==> src/rtl/stream_demux_pkg.sv <==
// Shared defaults and slot-state encoding for the stream demultiplexer.
package stream_demux_pkg;

    localparam int DEF_DATA_W = 2;
    localparam int DEF_N_CH   = 2;
    localparam int DEF_CNT_W  = 8;

    typedef enum logic {
        SLOT_EMPTY = 1'b0,
        SLOT_FULL  = 1'b1
    } slot_state_t;

endpackage

==> src/rtl/demux_slot.sv <==
// One output channel: single-entry holding register, its occupancy FSM and a
// wrapping count of completed transfers.
module demux_slot
    import stream_demux_pkg::*;
#(
    parameter int DATA_W = DEF_DATA_W,
    parameter int CNT_W  = DEF_CNT_W
) (
    input  logic              clk,
    input  logic              rst,
    input  logic              load,
    input  logic [DATA_W-1:0] load_data,
    input  logic              out_ready,
    output logic              out_valid,
    output logic [DATA_W-1:0] out_data,
    output logic [CNT_W-1:0]  cnt
);

    slot_state_t       state_q, state_d;
    logic [DATA_W-1:0] data_q, data_d;
    logic [CNT_W-1:0]  cnt_q, cnt_d;
    logic              drain;

    always_ff @(posedge clk or posedge rst) begin
        if (rst) begin
            state_q <= SLOT_EMPTY;
            data_q  <= '0;
            cnt_q   <= '0;
        end else begin
            state_q <= state_d;
            data_q  <= data_d;
            cnt_q   <= cnt_d;
        end
    end

    always_comb begin
        state_d = state_q;
        data_d  = data_q;
        cnt_d   = cnt_q;
        drain   = (state_q == SLOT_FULL) & out_ready;

        // A load in the same cycle as a drain keeps the slot FULL with new data.
        case (state_q)
            SLOT_EMPTY: if (load) state_d = SLOT_FULL;
            SLOT_FULL:  if (drain & ~load) state_d = SLOT_EMPTY;
            default:    state_d = SLOT_EMPTY;
        endcase

        if (load)  data_d = load_data;
        if (drain) cnt_d  = cnt_q + CNT_W'(1);
    end

    assign out_valid = (state_q == SLOT_FULL);
    assign out_data  = data_q;
    assign cnt       = cnt_q;

endmodule

==> src/rtl/stream_demux.sv <==
// Routes one valid/ready input stream to N_CH registered output channels,
// selected per beat; out-of-range selects are swallowed and flagged.
module stream_demux
    import stream_demux_pkg::*;
#(
    parameter  int DATA_W = DEF_DATA_W,
    parameter  int N_CH   = DEF_N_CH,
    parameter  int CNT_W  = DEF_CNT_W,
    localparam int SEL_W  = $clog2(N_CH)
) (
    input  logic                   clk,
    input  logic                   rst,
    input  logic [DATA_W-1:0]      in_data,
    input  logic [SEL_W-1:0]       in_sel,
    input  logic                   in_valid,
    output logic                   in_ready,
    output logic [N_CH*DATA_W-1:0] out_data,
    output logic [N_CH-1:0]        out_valid,
    input  logic [N_CH-1:0]        out_ready,
    output logic [N_CH*CNT_W-1:0]  out_cnt,
    output logic                   err_sel
);

    localparam logic [SEL_W:0] N_CH_L = (SEL_W+1)'(N_CH);

    logic [N_CH-1:0] sel_hit;
    logic [N_CH-1:0] slot_ok;
    logic [N_CH-1:0] load;
    logic            sel_bad;
    logic            err_sel_q, err_sel_d;

    // Never true when N_CH is a power of two.
    assign sel_bad  = ({1'b0, in_sel} >= N_CH_L);
    assign in_ready = sel_bad | (|slot_ok);

    for (genvar k = 0; k < N_CH; k++) begin : g_ch
        assign sel_hit[k] = (in_sel == SEL_W'(k));
        assign slot_ok[k] = sel_hit[k] & (~out_valid[k] | out_ready[k]);
        assign load[k]    = in_valid & slot_ok[k];

        demux_slot #(
            .DATA_W (DATA_W),
            .CNT_W  (CNT_W)
        ) u_slot (
            .clk       (clk),
            .rst       (rst),
            .load      (load[k]),
            .load_data (in_data),
            .out_ready (out_ready[k]),
            .out_valid (out_valid[k]),
            .out_data  (out_data[k*DATA_W +: DATA_W]),
            .cnt       (out_cnt[k*CNT_W +: CNT_W])
        );
    end

    assign err_sel_d = err_sel_q | (in_valid & sel_bad);

    always_ff @(posedge clk or posedge rst) begin
        if (rst) err_sel_q <= 1'b0;
        else     err_sel_q <= err_sel_d;
    end

    assign err_sel = err_sel_q;

endmodule

==> config.mk <==
export PLATFORM = sky130hd
export DESIGN_NAME = stream_demux
export DESIGN_NICKNAME = d
export VERILOG_FILES = /design/src/rtl/stream_demux_pkg.sv /design/src/rtl/demux_slot.sv /design/src/rtl/stream_demux.sv
export SDC_FILE = /design/constraint.sdc
export NUM_CORES = 1
export LEC_CHECK = 0
export ABC_CLOCK_PERIOD_IN_PS = 2300
export CAP_MARGIN = 20
export CORE_MARGIN = 5
export CORE_UTILIZATION = 48
export DETAILED_ROUTE_END_ITERATION = 10
export GPL_TIMING_DRIVEN = 0
export PLACE_DENSITY_LB_ADDON = 0.25
export SLEW_MARGIN = 20
export SYNTH_ARGS = -nofsm -noshare
export SYNTH_HDL_FRONTEND = slang
export SYNTH_SLANG_ARGS = --single-unit
export TNS_END_PERCENT = 1
==> constraint.sdc <==
create_clock -name clk -period 2.3 [get_ports clk]
set_input_delay 0.23 -clock clk [delete_from_list [all_inputs] [get_ports clk]]
set_output_delay 0.23 -clock clk [all_outputs]
set_load 0.05 [all_outputs]
==> results of run 1 <==
-- power breakdown --
part           internal, mW  switching [mW]  total (mW)
clock                0.0968           0.113       0.210
combinational         0.294           0.522       0.816
sequential            0.493           0.120       0.613
-- synth_stat cells (2+ instances only) --
cell	count	area, um^2
nor2_1	4	15.01
ha_1	2	25.02
xnor2_1	9	78.83
nor3_1	2	10.01
mux2_2	6	67.56
nand3_1	2	10.01
and4_1	2	17.52
buf_4	3	22.52
dfrtp_1	22	550.5
nand2b_1	2	12.51
inv_1	2	7.510
nand2_1	10	37.54
xor2_1	5	43.79
nand4_1	3	18.77
-- layer usage --
| layer | GRT usage | wire length [um] | vias to the layer above |
|---|---|---|---|
| met1 | 0.1607 | 768 | 348 |
| met3 | 0.06434 | 149 | 5 |
| met5 | 0 | 0 | - |
| met4 | 0.06073 | 30 | 0 |
| li1 | - | - | 339 |
| met2 | 0.2402 | 846 | 24 |
-- final timing paths --
path	from	endpoint	slack, ns	cells after the start
max reg2reg	g_ch[0].u_slot.out_valid	g_ch[0].u_slot.out_data[1]	1.03	3
min reg2reg	g_ch[1].u_slot.cnt[7]	g_ch[1].u_slot.cnt[7]	0.49	1
min	rst	g_ch[1].u_slot.out_data[1]	0.36	2
max	out_ready[0]	in_ready	0.16	5
max in group asynchronous	rst	g_ch[1].u_slot.cnt[1]	1.46	2
min in group clk	g_ch[1].u_slot.cnt[7]	g_ch[1].u_slot.cnt[7]	0.49	1
-- flip-flops by register name, summed over array words and instances (netlist names) --
signal / count
g_ch.u_slot.out_data: 4
g_ch.u_slot.cnt: 16
g_ch.u_slot.out_valid: 2
-- cell type report --
type	count	area, um^2	share of cell area
Tap cell	27	33.78	0.02505
Buffer	3	22.52	0.01670
Multi-Input combinational cell	55	397.9	0.2950
Inverter	2	7.507	0.005566
Timing Repair Buffer	30	300.3	0.2226
Clock buffer	4	36.28	0.02690
Sequential cell	22	550.5	0.4082
-- stage by stage --
step,setup slack [ns],hold WS [ns],util
finish,0.1566,0.3574,0.6875
CTS,0.1404,0.3806,0.6875
global placement,0.1708,0.4556,0.6690
floorplan,0.7364,0.2192,-
detailed placement,0.1574,0.4742,0.6690
global route,0.04636,0.4149,0.6875
-- cell families after synthesis --
group,share of synthesized area
DFF,0.5627
muxes,0.06905
xor gates and xnor gates,0.1253
and+or+nand+nor,0.1726
buffers and inverters,0.03069
AOI/OAI and AO/OA,0.01022
other,0.003833
adders and majority gates,0.02557
==> results.md, run 1 <==
* Status: finished, final reports clean
* Postcts setup bufs at 0
* Residual DRC at 0
* Net Count, Synth at just over 90
* Setup tns final at 0 ns
* Starting Density at 0.4987
* Grt total ovfl at 0
* EDFF count, synth at 0
* FILL cells at ~170
* Clock slew at reported path FFs at 0.12 ns
* Max FO, Critical Path at 4
* Vias in the first global route at 749
* Initial DRT Pass Iterations at 4
* ANT cells at 0
* Worst setup SP type: input pin
* Die Y at 55.15 um
* Antenna violations before repair at 0
* Slew @ Worst Pin at 0.7858 ns
* Drt wl/cell at 12.55 um
* Port Buffers at 30
* Die Area at 3042 um^2
* PostCTS Resize Cnt at 0
* Crit path largest cell delay at roughly 0.82 ns
* Hold Vio Cnt, Final at 0
* Commonest non-fill, non-tap cell in the layout: clkdlybuf4s50_1
* Worst path buffer plus inverter count at 2
* Worst skew pair latency at 0.31 ns
* GPL Wtd Cong at roughly 0.75
* IO Count at 32
* Fraction of the yosys area taken by sequential cells at 0.5627
* Flops & latches, synth at 22
* Ys Warns at 0
* Root buffer cell: clkbuf_4
* Post-synth cell types at 22
* Total power at 1.639 mW
* Final setup skew at 0.005187 ns
* Final period utilization at 0.9319
* Core box area at 1962 um^2
* Normalized max-slew margin at 0.4756
* Clock tree sinks at 22
* Required @ worst endpoint at around 2.1 ns
* CP Class: input pin to output port
* Non-filler cells, final at 143
* Most frequent cells in the layout: clkdlybuf4s50_1 (30), dfrtp_1 (22), nand2_1 (10)
* CP dominant cell by count: clkdlybuf4s50_1
* Power density over cell area at 1215 nW/um^2
* DP HPWL at 1433 um
* Final WL at 1794 um
* Main flop type after synthesis: dfrtp_1
* Delay-heaviest family, CP: buffers and inverters
* Max-slew violation count at 0
* Worst hold-check path type: input pin to asynchronous set/reset pin
* Tmin final at about 2.1 ns
* Hold buffer count at CTS at 0
* Maximum clock insertion buffer count at 2
* Post-Layout Inst Area at around 1300 um^2
* DRT iter0 DRCs at 11
* Vias per inst at 5.007
* GRT Overall Usage at 0.1449
* Post-Syn Area per Cell at around 12 um^2
* TritonCTS clock tree: built
* Rows at 16
* NumNets Final at 127
* Endpoints failing setup at 0
* Critical Path AT at 1.91 ns
* Max frequency at approximately 0.47 GHz
* Worst Setup End Kind: output port
* Mapped cell area at between 900 and 1000 um^2
* Routed Antenna Nets at 0
* Async SR Flop Fraction at 1.000
* Syn Inst Count at 82
* Placed cells at 139
* Max Cap Violations at 0
* Crit-path cells: clkdlybuf4s50_1 > nand2b_1 > nor2_1 > a21oi_1 > clkdlybuf4s50_1
* Placement Cell Area at 1313 um^2
* Synthesis-to-layout area growth at 37.85%
* Total CTS buffers at 3
* Crit path max-delay cell type: clkdlybuf4s50_1
* Die X at 55.15 um
* RSZ-0062 raised after global routing: false
* H-tree depth at 1
* Pin count of the biggest net entering global routing at 23
* Leak pwr at 0.5930 nW
* Via count at 716
* Layout cells sized above 1 at 0.1379
* Worst vdd ir at ~720 uV
* First-pass GRT wire length at 3070 um
No activity file was read; power rests on OpenSTA's default activity.
==> inputs of run 2 (changes only) <==
- CELL_PAD_IN_SITES_DETAIL_PLACEMENT: unset -> 0
- CELL_PAD_IN_SITES_GLOBAL_PLACEMENT: unset -> 1
- CORE_UTILIZATION: 48 -> 37
- CTS_CLUSTER_SIZE: unset -> 24
- REMOVE_ABC_BUFFERS: unset -> 1
==> run 2 against run 1 <==
  * Routed wire length grew 4.6%
  * Critical path depth stayed put
  * Final cell count stayed put
  * Worst setup slack got worse by 0.0096 ns
  * Core utilization fell by 16 points
  * Sequential power grew 0.7%
  * Combinational power shrank 1%
  * Largest cell class unchanged
==> results.md, run 2 (synthesis gave the netlist of run 1 again) <==
* Worst skew pair latency at 0.31 ns (about the same)
* Max-slew violation count at 0 (unchanged)
* H-tree depth at 1 (unchanged)
* Slew @ Worst Pin at 0.8309 ns (+0.04507 ns)
* Tmin final at 2.153 ns (+0.009553 ns)
* Placed cells at 139 (unchanged)
* NumNets Final at 124 (-2.4%)
* Port Buffers at 30 (unchanged)
* Die Area at 3773 um^2 (+24%)
* RSZ-0062 raised after global routing: false
* PostCTS Resize Cnt at 0 (unchanged)
* TritonCTS clock tree: built
* Non-filler cells, final at 143 (unchanged)
* Root buffer cell: clkbuf_4
* Worst setup SP type: input pin
* Critical Path AT at 1.92 ns (about the same)
* Maximum clock insertion buffer count at 2 (unchanged)
* Synthesis-to-layout area growth at 35.93%
* Residual DRC at 0 (unchanged)
* DR WL met2 at 861 um (+1.8%)
* Worst vdd ir at 752.3 uV (+4.2%)
* R2r endpoint: g_ch[0].u_slot.out_data[1]
* FILL cells at 216 (+26%)
* ANT cells at 0 (unchanged)
* R2R setup slack at 1.01 ns (-0.02 ns)
* Hold_ws at 0.3762 ns (+0.01888 ns)
* Status: finished, final reports clean
* Routed wl met3 at 163 um (+9.4%)
* Commonest non-fill, non-tap cell in the layout: clkdlybuf4s50_1
* Grt total ovfl at 0 (unchanged)
* Pin count of the biggest net entering global routing at 23 (unchanged)
* IO Count at 32 (unchanged)
* Crit path max-delay cell type: clkdlybuf4s50_1
* Rows at 18 (+2)
* Required @ worst endpoint at 2.07 ns (about the same)
* Max FO, Critical Path at 4 (unchanged)
* Routed Antenna Nets at 0 (unchanged)
* GRT Overall Usage at 0.1137 (-0.03115)
* Max Cap Violations at 0 (unchanged)
* Clock slew at reported path FFs at 0.12 ns (about the same)
* GPL Wtd Cong at 0.7288 (-3.1%)
* First-pass GRT wire length at 3153 um (+2.7%)
* Starting Density at 0.3914 (-0.1073)
* Initial DRT Pass Iterations at 2 (-2)
* Power density over cell area at 1231 nW/um^2 (+1.3%)
* Die X at 61.43 um (+11%)
* Vias per inst at 4.818 (-3.8%)
* Hold Vio Cnt, Final at 0 (unchanged)
* Die Y at 61.43 um (+11%)
* Max reg flops at 16 (unchanged)
* Via count at 689 (-3.8%)
* CP Class: input pin to output port
* Setup tns final at 0 ns (unchanged)
* Setup slack at placement at 0.1430 ns (-0.01437 ns)
* M1 WL at 835 um (+8.7%)
* Crit-path cells: clkdlybuf4s50_1 > nand2b_1 > nor2_1 > a21oi_1 > clkdlybuf4s50_1
* Hold buffer count at CTS at 0 (unchanged)
* Final WL at 1876 um (+4.6%)
* Clock tree sinks at 22 (unchanged)
* Worst Setup End Kind: output port
* Final period utilization at 0.9361 (+0.004153)
* Final setup skew at 0.006227 ns (+0.001040 ns)
* Leak pwr at 0.5777 nW (-2.6%)
* CP dominant cell by count: clkdlybuf4s50_1
* Drt wl/cell at 13.12 um (+4.6%)
* Final worst slack at 0.1471 ns (-0.009553 ns)
* Max frequency at 0.4645 GHz (-0.44%)
* Endpoints failing setup at 0 (unchanged)
* DRT iter0 DRCs at 10 (-1)
* Postcts setup bufs at 0 (unchanged)
* Most frequent cells in the layout: clkdlybuf4s50_1 (30), dfrtp_1 (22), nand2_1 (10)
* Normalized max-slew margin at 0.4455 (-0.03008)
* DP HPWL at 1443 um (+0.72%)
* Worst hold-check path type: input pin to asynchronous set/reset pin
* R2R Path Start: g_ch[0].u_slot.out_valid
* Vias in the first global route at 741 (-1.1%)
* Core box area at 2500 um^2 (+27%)
* Layout cells sized above 1 at 0.1150 (-0.02289)
* Reg2Reg Depth at 3 (unchanged)
* Antenna violations before repair at 0 (unchanged)
* Total CTS buffers at 3 (unchanged)
* DR top layer: met4
* Crit path largest cell delay at 0.82 ns (about the same)
[run 2: routing by layer]
layer / global-route usage / up-vias
met5: 0 / -
met4: 0.05455 / 0
met3: 0.03354 / 2
met2: 0.1707 / 21
met1: 0.1508 / 330
li1: - / 336
[run 2: how the worst max path moves through the flow]
stage / from / end / cells past startpoint
floorplan: g_ch[1].u_slot.out_valid / in_ready / 2
global placement: out_ready[0] / in_ready / 5
detailed placement: out_ready[0] / in_ready / 5
CTS: out_ready[0] / in_ready / 5
global route: out_ready[0] / in_ready / 5
finish: out_ready[0] / in_ready / 5
[run 2: worst max-delay path, delay by kind of cell]
| kind | cells | cell delay (ns) |
|---|---|---|
| buffers and inverters | 2 | 1.35 |
| AND/OR/NAND/NOR | 2 | 0.21 |
| AO/OA/AOI/OAI | 1 | 0.12 |
[run 2: final cells by class]
type	count	area, um^2	area share
clock buffers	4	36.28	0.02728
repair buffers	30	300.3	0.2258
flip-flops and latches	22	550.5	0.4139
multi-input cells	55	397.9	0.2992
inverters	2	7.507	0.005644
well taps	30	37.54	0.02822
[run 2: metrics by stage]
stage | total power [mW] | area [um^2] | utilization
global placement | 1.431 | 1294 | 0.5175
detailed placement | 1.441 | 1294 | 0.5175
finish | 1.637 | 1330 | 0.5320
CTS | 1.657 | 1330 | 0.5320
floorplan | 1.151 | 955.9 | -
global route | 1.726 | 1330 | 0.5320
[run 2: power by group]
group          internal [mW]  switching, mW  total (mW)
combinational          0.289          0.518       0.806
sequential             0.493          0.124       0.617
clock                 0.0965          0.117       0.213
==> inputs of run 3 (changes only) <==
- SYNTH_HIERARCHICAL: unset -> 1
==> run 3 against run 2 <==
  * Global-route usage up 0.81 points
  * Critical path depth down 2
  * Synthesized area up 0.13%
  * Sequential share of layout area down 0.50 points
  * Total power down 4.8%
  * Clock skew up 0.0028 ns
  * Die area about the same
  * Worst setup slack better by 0.012 ns
==> results.md, run 3 <==
* Main flop type after synthesis: dfrtp_1
* Max FO, Critical Path at 8 (+4)
* Syn Inst Count at 79 (-3.7%)
* GRT Overall Usage at 0.1219 (+0.008131)
* Final worst slack at 0.1592 ns (+0.01216 ns)
* DP HPWL at 1441 um (-0.12%)
* Commonest non-fill, non-tap cell in the layout: clkdlybuf4s50_1
* Xor/xnor cell area share of the yosys netlist at 0.1252 (-0.0001601)
* Max reg flops at 16 (unchanged)
* Drt wl/cell at 13.14 um (+0.17%)
* Clock slew at reported path FFs at 0.12 ns (about the same)
* Synth Area in Adders at 0.02554 (-0.00003266)
* Placed cells at 138 (-0.72%)
* Antenna violations before repair at 0 (unchanged)
* Mapped cell area at 979.7 um^2 (+0.13%)
* Ys Warns at 6 (+6)
* Clock tree sinks at 22 (unchanged)
* Critical Path AT at 1.91 ns (about the same)
* PostCTS Resize Cnt at 0 (unchanged)
* Grt total ovfl at 0 (unchanged)
* Pin count of the biggest net entering global routing at 13 (-43%)
* GPL Wtd Cong at 0.6266 (-14%)
* Worst skew pair latency at 0.30 ns (about the same)
* Power density over cell area at 1157 nW/um^2 (-6.0%)
* CP Class: flip-flop to output port
* Post-synth cell types at 19 (-14%)
* Initial DRT Pass Iterations at 2 (unchanged)
* ANT cells at 0 (unchanged)
* Fraction of the yosys area taken by sequential cells at 0.5619 (-0.0007186)
* Synthesis-to-layout area growth at 37.42%
* NumNets Final at 123 (-0.81%)
* TritonCTS clock tree: built
* Flops & latches, synth at 22 (unchanged)
* Final setup skew at 0.009010 ns (+0.002784 ns)
* Setup slack at placement at 0.1978 ns (+0.05479 ns)
* Normalized max-slew margin at 0.6636 (+0.2181)
* EDFF count, synth at 0 (unchanged)
* Routed wl met3 at 114 um (-30%)
* Max frequency at 0.4671 GHz (+0.57%)
* Tmin final at 2.141 ns (-0.01216 ns)
* Total power at 1.558 mW (-4.8%)
* Crit path largest cell delay at 0.83 ns (about the same)
* Die X at 61.46 um (about the same)
* Endpoints failing setup at 0 (unchanged)
* Setup tns final at 0 ns (unchanged)
* Maximum clock insertion buffer count at 2 (unchanged)
* Simple-gate portion of the synthesized area at 0.1584 (-0.01427)
* Worst hold-check path type: input pin to asynchronous set/reset pin
* Synth area leaders: dfrtp_1 (56%), xnor2_1 (13%), mux2_2 (6.9%)
* Die Y at 61.46 um (about the same)
* Rows at 18 (unchanged)
* Required @ worst endpoint at 2.07 ns (about the same)
* Crit path max-delay cell type: clkdlybuf4s50_1
* Routed Antenna Nets at 0 (unchanged)
* Crit-path cells: nor3b_1 > a31oi_1 > clkdlybuf4s50_1
* Top cells by count, synth: dfrtp_1 (22), xnor2_1 (14), nand2_1 (7)
* Top cell type's share of synthesized area at 0.5619 (-0.0007186)
* Count leader, synth: dfrtp_1
* H-tree depth at 1 (unchanged)
* Core box area at 2500 um^2 (unchanged)
* Delay-heaviest family, CP: buffers and inverters
* Postcts setup bufs at 0 (unchanged)
* Worst setup SP type: flip-flop
* Layout cells sized above 1 at 0.1518 (+0.03674)
* Max Cap Violations at 0 (unchanged)
* Area leader, netlist: dfrtp_1
* Worst path buffer plus inverter count at 1 (-1)
* Async SR Flop Fraction at 1.000 (unchanged)
* Compound-Gate Fraction of Synth Area at 0.02937 (+0.01914)
* Post-Syn Area per Cell at 12.40 um^2 (+3.9%)
* DR WL met2 at 860 um (-0.12%)
* Most frequent cells in the layout: clkdlybuf4s50_1 (30), dfrtp_1 (22), xnor2_1 (14)
* Non-filler cells, final at 142 (-0.70%)
* Starting Density at 0.3919 (+0.0005008)
* DRT iter0 DRCs at 8 (-2)
* Vias per inst at 4.915 (+2.0%)
* Max-slew violation count at 0 (unchanged)
* Total CTS buffers at 3 (unchanged)
* RSZ-0062 raised after global routing: false
* Residual DRC at 0 (unchanged)
* Root buffer cell: clkbuf_4
* Die Area at 3777 um^2 (about the same)
* Hold Vio Cnt, Final at 0 (unchanged)
* IO Count at 32 (unchanged)
* Vias in the first global route at 743 (+0.27%)
* M1 WL at 872 um (+4.4%)
* Slew @ Worst Pin at 0.5031 ns (-0.3278 ns)
* Post-synthesis mux area share at 0.06897 (-0.00008819)
* Largest family of logic cells by synthesized area: simple AND/OR/NAND/NOR gates
* Via count at 698 (+1.3%)
* Hold buffer count at CTS at 0 (unchanged)
* DR top layer: met4
* Worst vdd ir at 673.0 uV (-11%)
* Final period utilization at 0.9308 (-0.005287)
* Status: finished, final reports clean
* First-pass GRT wire length at 3415 um (+8.3%)
* Worst Setup End Kind: output port
* Leak pwr at 0.5757 nW (-0.35%)
* Final WL at 1866 um (-0.53%)
* Port Buffers at 30 (unchanged)
run 3: changes by cell type after synthesis, moves of 2 or more:
cell,previous run,this run
a21o_2,0,2
and4_1,2,0
and4_2,0,2
and4_4,0,2
buf_4,3,1
inv_1,2,5
nand2_1,10,7
nand2b_1,2,0
nand4_1,3,6
nor2_1,4,0
nor3_1,2,0
xnor2_1,9,14
xor2_1,5,0
run 3: cell type report:
type | count | area [um^2]
Fill cell | 243 | 1154
Sequential cell | 22 | 550.5
Inverter | 5 | 18.77
Multi-Input combinational cell | 51 | 402.9
Clock buffer | 4 | 36.28
Tap cell | 30 | 37.54
Timing Repair Buffer | 30 | 300.3
run 3: worst reg2reg max path, stage by stage (launching register included):
cell	delay (ns)
dfrtp_1	0.47
nor2b_1	0.17
nor3b_2	0.25
mux2_2	0.36
run 3: kinds of logic (layout without fill, tap and decap cells):
group	Yosys count	count (layout)
adders and majority gates	2	2
AOI/OAI and AO/OA	4	4
buffers and inverters	6	39
xor gates and xnor gates	14	14
muxes	6	6
other	1	1
and+or+nand+nor	24	24
DFF	22	22
run 3: final timing paths:
path                                     startpoint                    endpoint  slack (ns)  cells after the start
max in group asynchronous                       rst       g_ch[0].u_slot/cnt[1]        1.75                      2
hold / removal                                  rst       g_ch[0].u_slot/cnt[6]        0.25                      2
setup / recovery           g_ch[0].u_slot/out_valid                    in_ready        0.16                      3
setup reg to reg           g_ch[0].u_slot/out_valid  g_ch[0].u_slot/out_data[0]        0.95                      3
hold reg to reg               g_ch[0].u_slot/cnt[7]       g_ch[0].u_slot/cnt[7]        0.47                      1
min in group clk              g_ch[0].u_slot/cnt[7]       g_ch[0].u_slot/cnt[7]        0.47                      1
run 3: per-stage QoR:
stage                     utilization  hold slack [ns]  area (um^2)
after floorplan                     -          0.08244        972.2
after global placement         0.5240           0.4604         1310
after detailed placement       0.5240           0.4636         1310
after CTS                      0.5385           0.2463         1346
after global routing           0.5385           0.2730         1346
final                          0.5385           0.2479         1346
run 3: per-layer routing:
metal,global-route usage,vias up
li1,-,340
met1,0.1682,339
met2,0.1873,17
met3,0.02725,2
met4,0.04545,0
met5,0,-
run 3: power by group:
| group | internal, mW | switching, mW |
|---|---|---|
| clock network | 0.0964 | 0.111 |
| logic | 0.274 | 0.472 |
| registers | 0.484 | 0.121 |
